[src/rtl/prog_mem_if.sv]
// Fetch port and byte-wide image load stream of the TW4 program memory.
// master = CPU/loader side, slave = prog_mem.
interface prog_mem_if #(
    parameter int ADDR_W = 6
);
    typedef logic [ADDR_W-1:0] addr_t;
    typedef logic [7:0]        data_t;

    addr_t addr;
    data_t data;
    logic  ld_start;
    logic  ld_valid;
    data_t ld_byte;
    logic  ld_ready;
    logic  cpu_run;
    logic  ld_error;

    modport master (
        output addr, ld_start, ld_valid, ld_byte,
        input  data, ld_ready, cpu_run, ld_error
    );

    modport slave (
        input  addr, ld_start, ld_valid, ld_byte,
        output data, ld_ready, cpu_run, ld_error
    );
endinterface

[src/rtl/prog_mem.sv]
// TW4 program memory plus image loader FSM gating cpu_run.
// Define PROG_MEM_CHECKSUM_EN for the trailing checksum byte and ld_error.
module prog_mem #(
    parameter int ADDR_W = 6
) (
    input logic       clock,
    input logic       reset,
    prog_mem_if.slave bus
);
    localparam int DEPTH = 1 << ADDR_W;

    typedef enum logic [2:0] {
        IDLE  = 3'd0,
        LOAD  = 3'd1,
`ifdef PROG_MEM_CHECKSUM_EN
        CHECK = 3'd2,
        ERROR = 3'd4,
`endif
        RUN   = 3'd3
    } state_t;

    state_t            state, state_n;
    logic [ADDR_W-1:0] cnt, cnt_n;
    logic [7:0]        mem [DEPTH];
    logic              we;
    logic              xfer;
    logic              last;
    logic              ready_q, ready_n;
    logic              run_q, run_n;

`ifdef PROG_MEM_CHECKSUM_EN
    logic [7:0] sum, sum_n;
    logic [7:0] ck;
    logic       err_q, err_n;

    assign ck = sum + bus.ld_byte;
`endif

    assign xfer = bus.ld_valid && ready_q;
    assign last = (cnt == {ADDR_W{1'b1}});

    always_comb begin
        state_n = state;
        cnt_n   = cnt;
        we      = 1'b0;
`ifdef PROG_MEM_CHECKSUM_EN
        sum_n   = sum;
`endif
        unique case (state)
            IDLE: begin
                if (bus.ld_start) begin
                    state_n = LOAD;
                    cnt_n   = '0;
`ifdef PROG_MEM_CHECKSUM_EN
                    sum_n   = '0;
`endif
                end
            end
            LOAD: begin
                if (xfer) begin
                    we    = 1'b1;
                    cnt_n = cnt + ADDR_W'(1);
`ifdef PROG_MEM_CHECKSUM_EN
                    sum_n = ck;
                    if (last) state_n = CHECK;
`else
                    if (last) state_n = RUN;
`endif
                end
            end
`ifdef PROG_MEM_CHECKSUM_EN
            CHECK: begin
                if (xfer) state_n = (ck == 8'h00) ? RUN : ERROR;
            end
            RUN, ERROR: begin
`else
            RUN: begin
`endif
                // Reload drops cpu_run, which resets the CPU.
                if (bus.ld_start) begin
                    state_n = LOAD;
                    cnt_n   = '0;
`ifdef PROG_MEM_CHECKSUM_EN
                    sum_n   = '0;
`endif
                end
            end
            default: state_n = IDLE;
        endcase
    end

    always_comb begin
        ready_n = 1'b0;
        run_n   = 1'b0;
`ifdef PROG_MEM_CHECKSUM_EN
        err_n   = 1'b0;
`endif
        unique case (1'b1)
            (state_n == LOAD):  ready_n = 1'b1;
`ifdef PROG_MEM_CHECKSUM_EN
            (state_n == CHECK): ready_n = 1'b1;
            (state_n == ERROR): err_n   = 1'b1;
`endif
            (state_n == RUN):   run_n   = 1'b1;
            default:            ready_n = 1'b0;
        endcase
    end

    always_ff @(posedge clock) begin
        if (!reset) begin
            state   <= IDLE;
            cnt     <= '0;
            ready_q <= 1'b0;
            run_q   <= 1'b0;
        end else begin
            state   <= state_n;
            cnt     <= cnt_n;
            ready_q <= ready_n;
            run_q   <= run_n;
        end
    end

`ifdef PROG_MEM_CHECKSUM_EN
    always_ff @(posedge clock) begin
        if (!reset) begin
            sum   <= '0;
            err_q <= 1'b0;
        end else begin
            sum   <= sum_n;
            err_q <= err_n;
        end
    end

    assign bus.ld_error = err_q;
`else
    assign bus.ld_error = 1'b0;
`endif

    // Contents survive reset; only the write on a reset edge is blocked.
    always_ff @(posedge clock) begin
        if (we && reset) mem[cnt] <= bus.ld_byte;
    end

    assign bus.ld_ready = ready_q;
    assign bus.cpu_run  = run_q;
    assign bus.data     = run_q ? mem[bus.addr] : 8'h00;
endmodule

[src/flat_wrapper.sv]
// flat-port wrapper written by rule: the top's interface ports become plain ports
module prog_mem_flat 
#(
    parameter int ADDR_W = 6
)
  (clock, reset, bus_addr, bus_ld_start, bus_ld_valid, bus_ld_byte, bus_data, bus_ld_ready, bus_cpu_run, bus_ld_error);
  prog_mem_if #(.ADDR_W(ADDR_W)) bus_i ();
  input logic clock;
  input logic reset;
  input wire logic [$bits(bus_i.addr)-1:0] bus_addr;
  input wire logic [$bits(bus_i.ld_start)-1:0] bus_ld_start;
  input wire logic [$bits(bus_i.ld_valid)-1:0] bus_ld_valid;
  input wire logic [$bits(bus_i.ld_byte)-1:0] bus_ld_byte;
  output wire logic [$bits(bus_i.data)-1:0] bus_data;
  output wire logic [$bits(bus_i.ld_ready)-1:0] bus_ld_ready;
  output wire logic [$bits(bus_i.cpu_run)-1:0] bus_cpu_run;
  output wire logic [$bits(bus_i.ld_error)-1:0] bus_ld_error;
  assign bus_i.addr = bus_addr;
  assign bus_i.ld_start = bus_ld_start;
  assign bus_i.ld_valid = bus_ld_valid;
  assign bus_i.ld_byte = bus_ld_byte;
  assign bus_data = bus_i.data;
  assign bus_ld_ready = bus_i.ld_ready;
  assign bus_cpu_run = bus_i.cpu_run;
  assign bus_ld_error = bus_i.ld_error;
  prog_mem #(.ADDR_W(ADDR_W)) u_core (.clock(clock), .reset(reset), .bus(bus_i));
endmodule
[config.mk]
export PLATFORM = sky130hd
export DESIGN_NAME = prog_mem_flat
export DESIGN_NICKNAME = d
export VERILOG_FILES = /design/src/rtl/prog_mem_if.sv /design/src/rtl/prog_mem.sv /design/src/flat_wrapper.sv
export SDC_FILE = /design/constraint.sdc
export NUM_CORES = 1
export LEC_CHECK = 0
export CORE_MARGIN = 5
export CORE_UTILIZATION = 35
export DETAILED_ROUTE_END_ITERATION = 10
export PLACE_DENSITY_LB_ADDON = 0.1
export SLEW_MARGIN = 15
export SYNTH_ARGS = -nofsm -noshare
export SYNTH_HDL_FRONTEND = slang
export SYNTH_SLANG_ARGS = --single-unit
[constraint.sdc]
create_clock -name clock -period 2.4 [get_ports clock]
set_clock_uncertainty 0.05 [all_clocks]
set_input_delay 0.48 -clock clock [delete_from_list [all_inputs] [get_ports clock]]
set_output_delay 0.48 -clock clock [all_outputs]
set_load 0.1 [all_outputs]
# --- Word level (Yosys, flattened, before mapping) ---
# Memories as Yosys holds them, arrays and structs flattened.
# Index checks and enable logic that the tools add are counted.
word_totals:
  reg_bits: 11
  mem_bits_rw: 512
  output_inout_bits: 11
  elab_cells: 33
  memories: 1
op_classes:
  n_addsub: 1
  n_eq_ne: 7
  muxes: 14
  n_reduce_logical: 6
mem_list:
  columns: ["memory", "depth", "width", "read_ports", "rd_clocked_by_memory_dff", "wr", "line_no", "rtl"]
  rows:
  - ["u_core.mem", 64, 8, 1, 0, 1, "prog_mem.sv:24", "logic [7:0] mem [DEPTH];"]
ops:
  columns: ["operator", "count"]
  rows:
  - ["$mux W6", 2]
  - ["$pmux W6 S2", 1]
  - ["$mux W3", 3]
  - ["$mux W8", 1]
  - ["$add A6 B1 Y6 const B", 1]
  - ["$eq A3 B1 Y1 const B", 2]
  - ["$eq A3 B2 Y1 const B", 2]
  - ["$eq A6 B6 Y1 const B", 1]
  - ["$mux W1", 6]
  - ["$pmux W3 S2", 1]
  - ["$ne A2 B1 Y1 const B", 2]
  - ["$logic_not A3 Y1", 1]
  - ["$reduce_and A3 Y1", 1]
  - ["$logic_and A1 B1 Y1", 2]
  - ["$reduce_bool A2 Y1", 1]
  - ["$reduce_or A2 Y1", 1]

# --- Longest topological paths before layout ---
logic_depth:
  word_depth: 6
  mapped_depth: 8
  mapped_depth_nobuf: 5

# --- Least setup slack after synthesis ---
# Ideal clock, no wire load.
synth_timing:
  path_type: "input -> output"
  startpoint: "input port bus_addr[1]"
  endpoint: "output port bus_data[0]"
  t_arrival_ns: 4.490
  slack_ns: -2.620
  stages: 6
  cell_sequence: "buf_2 -> buf_2 -> buf_2 -> mux4_2 -> a211oi_1 -> o41ai_1"
synth_via:
  elab_chain_cells: 2
synth_rtl:
  columns: ["element", "line_no", "rtl"]
  rows:
  - ["start: declaration", "flat_wrapper.sv:10", "input wire logic [$bits(bus_i.addr)-1:0] bus_addr;"]
  - ["$mem_v2 Z64 W8", null, null]
  - ["$mux W8", "prog_mem.sv:146", "assign bus.data = run_q ? mem[bus.addr] : 8'h00;"]
  - ["end: declaration", "flat_wrapper.sv:14", "output wire logic [$bits(bus_i.data)-1:0] bus_data;"]
# No other way between the ends.

# --- Worst setup path after layout ---
layout_timing:
  startpoint: "memory u_core.mem[23][6]"
  endpoint: "output port bus_data[6]"
layout_via:
  elab_chain_cells: 2
layout_rtl:
  columns: ["element", "line_no"]
  rows:
  - ["start: declaration", "prog_mem.sv:24"]
  - ["$mem_v2 Z64 W8", null]
  - ["$mux W8", "prog_mem.sv:146"]
# No other way between the ends.

==> flow_summary_export.csv <==
group,metric,value,unit
worst_setup_path,worst-endpoint-arrival,2.48,ns
place,number_of_buffers_added_on_ports,27,
logic_synthesis,synth_ff_type,"edfxtp_1",
timing,hold_violations,0,
pwr,clock_network_fraction_of_design_power,44.6,%
timing,timing.final.crit_share,125,%
logic_synthesis,syn-mean-instance-area,20.7,µm²
worst_setup_path,critical_path.max_stage_delay,0.52,ns
timing,whs,0.244,ns
floorplanning,die_width,252,µm
drt,final_antenna_net_count,0,
place,dp_hpwl,35900,µm
logic_synthesis,yosys_warnings,0,
global_routing,grt_busiest_layer,"met2",
logic_synthesis,synth_largest_area_cell,"edfxtp_1",
timing,max_freq,332,MHz
run,maxCapViolCount,0,
global_routing,gr-usage-met3,2.85,%
worst_setup_path,critical_path.max_fanout,1,
clock_network,clk_transition_reported_paths,0.06,ns
pwr,sw_frac_of_total,20.4,%
pwr,netSwitchingPower,4.08,mW
worst_setup_path,worst-setup-path-type,"flip-flop to primary output",
worst_setup_path,worst_setup_path_start_kind,"flip-flop",
status,failed_checks,"negative setup slack",
clock_network,cts_inserted_buffers,56,
clock_network,cts.hold.buffers_added,0,
clock_network,clock_insertion_delay_worst_skew,0.60,ns
floorplanning,dieArea,63400,µm²
worst_setup_path,critical-path-top-delay-family,"multiplexers",
min_path,hold_path.class,"primary input to flip-flop",
floorplanning,core_area,57800,µm²
global_routing,gr-usage-all-layers,17.2,%
status,outcome,"complete, but fails checks",
floorplanning,core.rowCount,88,
finish,num-nets-final,1262,
worst_setup_path,cp_cell_sequence,"mux4_2 -> mux2_2 -> a22oi_2 -> nand2_2 -> a22o_4 -> buf_12",
global_routing,grt_pass1_wl,79100,µm
floorplanning,design.portCount,29,
pwr,seq_power_share,50.2,%
logic_synthesis,post_synth_main_area_contributors,"edfxtp_1 (75%), mux4_2 (14%), nor2_1 (1.5%)",
global_routing,grt_residual_overflow,0,
timing,timing.max_slew.rel_slack,48.6,%
global_routing,grt_pass1_vias,10900,
timing,finalWorstPathRequiredPeriod,3.01,ns
logic_synthesis,netlist-cell-type-count,49,
finish,post_route_cells_drive_above_1_share,38.9,%
pwr,cellInternalPower,15.9,mW
timing,worstMarginPinSlew,0.771,ns
worst_setup_path,critical-path-slowest-cell,"mux4_2",
timing,setup_viol,8,
logic_synthesis,synthMostInstantiatedCell,"edfxtp_1",
finish,layout.filler_cells,4985,
clock_network,max-clock-path-buffers,3,
worst_setup_path,worstPathRequired,1.87,ns
global_routing,gr-usage-met1,25.6,%
clock_network,clockRootBuffer,"clkbuf_16",
clock_network,clock_tree_from_tritoncts,"done",
logic_synthesis,syn_inst,990,
finish,finish.utilization,44.4,%
drt,total_routed_wirelength,54600,µm
drt,detail_route.vias_per_cell,5.12,
drt,dr_total_vias,10500,
global_routing,groute.layer.met2.usage,26.4,%
logic_synthesis,netlist.area_leader.share,75.1,%
floorplanning,chipHeight,252,µm
pwr,static-leakage-power,8.47,nW
logic_synthesis,synth_edf_count,512,
timing,final.setup.worst_slack,-0.610,ns
logic_synthesis,syn-cell-area,20500,µm²
global_routing,antenna_found_initial,0,
floorplanning,floorplan.initialDensity,35.4,%
pwr,power_density,778,nW/µm²
drt,first_pass_iters,5,
clock_network,cts-htree-levels,2,
worst_setup_path,end_kind,"primary output",
clock_network,cts.sink_count,523,
timing,grt_setup_unrepaired,"yes",
logic_synthesis,yosys-top-cells-count,"edfxtp_1 (512), mux4_2 (123), nor2_1 (82)",
logic_synthesis,async_sr_flop_fraction,0,%
logic_synthesis,ys_ff_latch,523,
global_routing,largest_net_degree_at_the_start_of_global_routing,65,
logic_synthesis,synth_sequential_area_ratio,76.2,%
pwr,peakVddDrop,592,µV
pwr,combPwrFrac,5.2,%
drt,wl_per_cell,26.6,µm
place,gp_congestion,0.792,
drt,number_of_remaining_drc_errors,0,
drt,first_iter_violations,743,
worst_setup_path,path_buf_inv,1,
finish,area_growth,25.3,%
timing,timing.final.max_slew_violations,0,
## placed cells by master, fill, tap and decap left out, drive strengths merged, types with 3 or more instances in the layout
cell type / instances
a211oi: 8
a21oi: 13
a221oi: 3
a22o: 6
and2: 3
buf: 242
bufinv: 10
clkbuf: 67
clkdlybuf4s50: 5
clkinv: 23
clkinvlp: 3
dfxtp: 11
edfxtp: 512
inv: 3
mux2: 7
mux2i: 27
mux4: 125
nand2: 26
nand2b: 11
nand3: 8
nand3b: 6
nand4: 4
nor2: 82
nor2b: 8
nor3: 5
o21ai: 9
o221ai: 11
o22ai: 11
o31ai: 6
or2: 3
or3b: 3
xnor2: 5
## registers in the layout (all words and copies together) (netlist names)
register,cells
u_core.bus.cpu_run,1
u_core.bus.ld_ready,1
u_core.cnt,6
u_core.mem,512
u_core.state,3
## power groups by stage
stage	registers, mW	clock network [mW]	logic, mW
2_1_floorplan	10.2	0	0.481
3_3_place_gp	10.2	0	1.01
3_5_place_dp	10.2	0	1.01
4_1_cts	10.0	9.15	1.06
5_1_grt	10.0	9.55	1.12
6_report	10.0	8.90	1.05
## cell families after synthesis
family | synth area share, %
simple gates | 3.70
flops | 76.2
xor+xnor | 0.214
other cells | 0.0183
mux | 15.5
buf+inv | 1.58
fa+ha+maj | 0.0611
compound gates | 2.77
## worst register-to-register path, cell delays in order (launching register included)
cell,delay [ns]
dfxtp_1,0.33
nor2_1,0.13
and4_1,0.23
nand3_1,0.12
or3b_2,0.52
buf_12,0.17
nor2_1,0.19
buf_4,0.20
## final cells by class
class / count / area [µm²] / share of cell area (%)
inverter: 1 / 3.75 / 0.0146
clock inverter: 38 / 449 / 1.75
timing repair buffer: 250 / 2390 / 9.32
antenna: 1 / 2.50 / 0.00976
sequential: 523 / 15600 / 60.8
clock buffer: 65 / 1460 / 5.68
multi-input combinational: 411 / 4790 / 18.7
tap: 765 / 957 / 3.73
## layer usage
| layer | vias up | wire length, µm |
|---|---|---|
| li1 | 4629 | - |
| met1 | 5568 | 25300 |
| met2 | 264 | 25400 |
| met3 | 59 | 2680 |
| met4 | 0 | 1290 |
| met5 | - | 0 |
## timing repair
action / in CTS / in global routing
hold endpoints to repair: 0 / 0
pin swaps: 15 / 9
gates resized for setup: 31 / 7
setup endpoints to repair: 8 / 8
gates cloned: 3 / 0
buffers inserted: 4 / 0
## path summary, 6_finish.rpt
| check | start | end | slack (ns) | cells after the start |
|---|---|---|---|---|
| worst min register to register | u_core.state[0] | u_core.state[0] | 0.53 | 2 |
| worst max-delay path | u_core.mem[23][6] | bus_data[6] | -0.61 | 6 |
| worst min-delay path | bus_ld_byte[1] | u_core.mem[8][1] | 0.24 | 1 |
| worst max register to register | u_core.state[1] | u_core.mem[53][1] | 0.15 | 7 |
## through the flow
step	total power, mW	worst slack, ns	setup TNS (ns)	cell area, µm²	instances
after floorplan	10.7	-0.579	-1.96	20700	991
after global placement	11.2	-0.838	-65.04	23500	1944
after detailed placement	11.2	-0.803	-60.40	23500	1944
after CTS	20.2	-0.692	-4.82	25600	2053
after global routing	20.7	-0.723	-5.04	25600	2053
final	20.0	-0.610	-4.32	25700	2054
(Power assumes the default switching activity.)
